==> config.mk <==
export PLATFORM = sky130hd
export DESIGN_NAME = byte_word_assembler
export DESIGN_NICKNAME = d
export VERILOG_FILES = /design/src/rtl/byte_word_assembler.sv
export SDC_FILE = /design/constraint.sdc
export NUM_CORES = 1
export LEC_CHECK = 0
export BUFFER_PORTS_ARGS = -buffer_cell sky130_fd_sc_hd__buf_2
export CAP_MARGIN = 20
export CORE_ASPECT_RATIO = 1.4
export CORE_MARGIN = 2
export CORE_UTILIZATION = 44
export CTS_CLUSTER_DIAMETER = 30
export DETAILED_ROUTE_END_ITERATION = 10
export GPL_TIMING_DRIVEN = 0
export PLACE_DENSITY = 0.78
export RECOVER_POWER = 100
export SLEW_MARGIN = 20
export SYNTH_ARGS = -nofsm -noshare
export SYNTH_HDL_FRONTEND = slang
export SYNTH_SLANG_ARGS = --single-unit
==> constraint.sdc <==
create_clock -name clk -period 1.3 [get_ports clk]
set_clock_uncertainty 0.1 [all_clocks]
set_input_delay 0.26 -clock clk [delete_from_list [all_inputs] [get_ports clk]]
set_output_delay 0.26 -clock clk [all_outputs]
set_load 0.01 [all_outputs]
==> src/rtl/byte_word_assembler.sv <==
// Gathers four bytes from the byte-source mux into one 32-bit word (IDLE/FETCH/HOLD).
// Define BYTE_WORD_ASSEMBLER_BIG_ENDIAN_EN to place byte 0 in word_out[31:24].
module byte_word_assembler (
  input  logic        clk,
  input  logic        rst_n,
  input  logic        req_valid,
  output logic        req_ready,
  input  logic        req_src,
  output logic        mux_sel,
  input  logic [7:0]  byte_in,
  input  logic        byte_valid,
  output logic [1:0]  byte_idx,
  output logic [31:0] word_out,
  output logic        word_valid,
  input  logic        word_ready
);

  typedef enum logic [1:0] {
    IDLE  = 2'd0,
    FETCH = 2'd1,
    HOLD  = 2'd2
  } state_t;

  state_t      state_q;
  logic        mux_sel_q;
  logic [1:0]  byte_idx_q;
  logic [31:0] word_q;
  logic [1:0]  lane_d;
  logic [31:0] word_d;

`ifdef BYTE_WORD_ASSEMBLER_BIG_ENDIAN_EN
  assign lane_d = 2'd3 - byte_idx_q;
`else
  assign lane_d = byte_idx_q;
`endif

  // Only the lane selected by the current byte index takes the incoming byte.
  genvar gi;
  generate
    for (gi = 0; gi < 4; gi++) begin : g_lane
      assign word_d[8*gi +: 8] = (lane_d == 2'(gi)) ? byte_in : word_q[8*gi +: 8];
    end
  endgenerate

  always_ff @(posedge clk or negedge rst_n) begin
    if (!rst_n) begin
      state_q    <= IDLE;
      mux_sel_q  <= 1'b0;
      byte_idx_q <= 2'd0;
      word_q     <= 32'd0;
    end else begin
      case (state_q)
        IDLE: begin
          if (req_valid) begin
            mux_sel_q  <= req_src;
            byte_idx_q <= 2'd0;
            state_q    <= FETCH;
          end
        end
        FETCH: begin
          if (byte_valid) begin
            word_q     <= word_d;
            byte_idx_q <= byte_idx_q + 2'd1;
            if (byte_idx_q == 2'd3) state_q <= HOLD;
          end
        end
        HOLD: begin
          if (word_ready) state_q <= IDLE;
        end
        default: state_q <= IDLE;
      endcase
    end
  end

  // Handshake outputs decode the state register only, never an input.
  assign req_ready  = (state_q == IDLE);
  assign word_valid = (state_q == HOLD);
  assign mux_sel    = mux_sel_q;
  assign byte_idx   = byte_idx_q;
  assign word_out   = word_q;

endmodule

==> results_dict.tcl <==
set metrics [dict create \
    fin_area_um2 2063 \
    coreArea_um2 3378 \
    crit_start "byte_idx[1]$_DFFE_PN0P_" \
    synth_top_area_cell "dfrtp_1" \
    layout-drive-gt1-share 0.5220 \
    cts_buffers 5 \
    die_w_um 54.01 \
    drtPass1Iterations 4 \
    io_pins 51 \
    fin_ws_ns -0.2333 \
    rows 25 \
    ys_ff_latch 37 \
    gr-total-overflow 0 \
    wl_um 3377 \
    track_usage 0.1909 \
    r2r_end "word_out[21]$_DFFE_PN0P_" \
    hold_viol 6 \
    synth_edf_count 0 \
    ant_nets 0 \
    synth_area_um2 1540 \
    synth_area_leaders "dfrtp_1 (60%), mux2_2 (24%), ha_1 (3.2%)" \
    via_count 1026 \
    cts.clk_slew.worst_paths_ns 0.06 \
    cts_tree "built" \
    cts_max_path_buffers 2 \
    ir_worst_vdd_v 0.001461 \
    syn_nets 114 \
    ff2ff_setup_slack_ns -0.23 \
    critPathRequiredTime_ns 1.36 \
    via_per_inst 5.156 \
    start_util 0.4559 \
    async_flop_share 1.000 \
    clock-root-buffer "clkbuf_8" \
    cts_sinks 37 \
    timing.critical_path.to "word_out[21]$_DFFE_PN0P_" \
    place_congestion 0.6948 \
    drc 0 \
    critPathArrivalTime_ns 1.59 \
    run_status "complete, but fails checks" \
    ys_seq_area_frac 0.6011 \
    powerDensity_nw_per_um2 2514 \
    setup-tns-final_ns -5.593 \
    dieArea_um2 3997 \
    nNetsFinal 177 \
    place_ws_ns -0.2198 \
    period_share 1.179 \
    syn_inst 96 \
    n_fill_cell 281 \
    synth.top_cell.area_share 0.6011 \
    tightestPinTransition_ns 0.8902 \
    path_class "reg -> reg" \
    yosysUniqueCellTypes 19 \
    die_height_um 74.01 \
    synth_ff_type "dfrtp_1" \
    reg2regPathDepth 4 \
    netlist_top_cells_count "dfrtp_1 (37), mux2_2 (33), ha_1 (4)" \
    final_cells 199 \
    grt_max_degree 38 \
    avgSynthCellArea_um2 16.04 \
    min_path_type "in -> async" \
    setup_viol_count_final 35 \
    cp-start-kind "flop" \
    n_antenna_cell 0 \
    htree_levels 2 \
    clkLatencyLatePin_ns 0.28 \
    timing.fmax_ghz 0.6522 \
    leakage_nw 0.9161 \
    synth.most_common_cell "dfrtp_1" \
    critPathCaptureType "flop" \
    area_growth_pct 33.96 \
    maxCapViolations 0 \
    violations "hold timing, setup timing" \
    utilization 0.6107 \
    dpl.cell_count 185 \
    grt_pass1_vias 1053 \
    worst_hold_slack_ns -0.002250 \
    io_buffers 49 \
    maxSlewViolCount 0 \
    synth_warnings 0 \
    antenna_found_initial 0 \
    rsz0062_at_grt "true" \
    relSlewSlack 0.4066 \
    r2r-start "byte_idx[1]$_DFFE_PN0P_" \
    drt_iter0_markers 11 \
    path_max_fanout 8 \
    wl_per_cell_um 16.97 \
    period_minus_slack_ns 1.533 \
    grt_pass1_wl_um 5264 \
    dpl.hpwl_um 2253 \
    dpl-instance-area_um2 1882 \
]
## area by class of cell
class	count	area, um2	share of cell area
well taps	40	50.05	0.02426
flip-flops and latches	37	930.9	0.4512
repair buffers	55	260.3	0.1261
inverters	3	16.27	0.007884
plain buffers	2	18.77	0.009096
multi-input cells	55	700.7	0.3396
clock buffers	7	86.33	0.04184
## state kept, by name (all words and copies together) (netlist names)
| signal | flops |
|---|---|
| byte_idx | 2 |
| word_out | 32 |
| state_q | 2 |
| mux_sel | 1 |
## per-stage QoR
stage / hold WS [ns] / power, W
2_1_floorplan: -0.1356 / 0.003400
3_3_place_gp: 0.2779 / 0.004146
3_5_place_dp: 0.2921 / 0.004271
4_1_cts: -0.008608 / 0.005221
5_1_grt: 0.05920 / 0.005540
6_report: -0.002250 / 0.005187
## per-layer routing
metal	routed length, um	vias to the layer above	global-route usage	part of all wire
met5	0	-	0	0
met4	23	0	0.09167	0.0068
met3	220	4	0.05622	0.065
met2	1820	37	0.3238	0.54
met1	1312	508	0.2156	0.39
li1	-	477	-	-
## power by group
group          switching (W)  internal (W)  leakage (nW)  total, W
combinational        0.00114       0.00119         0.435   0.00233
clock               0.000343      0.000420        0.0443  0.000763
sequential          0.000351       0.00174         0.437   0.00209
total                0.00184       0.00335         0.916   0.00519
## placed cells by master (no fill, tap or decap), drive strengths merged
cell	instances
clkbuf	40
dfrtp	37
mux2	33
buf	24
nand4b	6
ha	4
inv	3
nand3b	2
o211ai	2
nor2	1
nand2b	1
o21ba	1
nand3	1
and2	1
nand4bb	1
nor3b	1
o21ai	1
## how the worst min path moves through the flow
stage,from,to,slack [ns],cells after the start
after floorplan,rst_n,byte_idx[0]$_DFFE_PN0P_,-0.14,0
after global placement,rst_n,word_out[27]$_DFFE_PN0P_,0.28,1
after detailed placement,rst_n,word_out[27]$_DFFE_PN0P_,0.29,1
after CTS,rst_n,word_out[27]$_DFFE_PN0P_,-0.009,1
after global routing,rst_n,word_out[27]$_DFFE_PN0P_,0.06,1
final,rst_n,word_out[19]$_DFFE_PN0P_,-0.002,1
## timing repair
action                                 CTS  global route
gates resized for setup                  8            11
cloned                                   0             1
pin swaps                                2             1
setup buffers                            4             2
endpoints found under the hold margin   37             0
setup endpoints to repair               35            36
## logic make-up (layout without fill, tap and decap cells)
logic type,count (synthesis),count (layout),share of synthesized area
muxes,33,33,0.2413
buffers and inverters,5,67,0.01950
DFF,37,37,0.6011
adders and majority gates,4,4,0.03250
and+or+nand+nor,13,14,0.08610
AOI/OAI and AO/OA,4,4,0.01949
## worst max-delay path, stage by stage, from the launching register on
cell	delay, ns
dfrtp_2	0.45
buf_4	0.16
ha_4	0.16
nand4b_4	0.19
mux2_2	0.37
No activity file was read; power rests on OpenSTA's default activity.
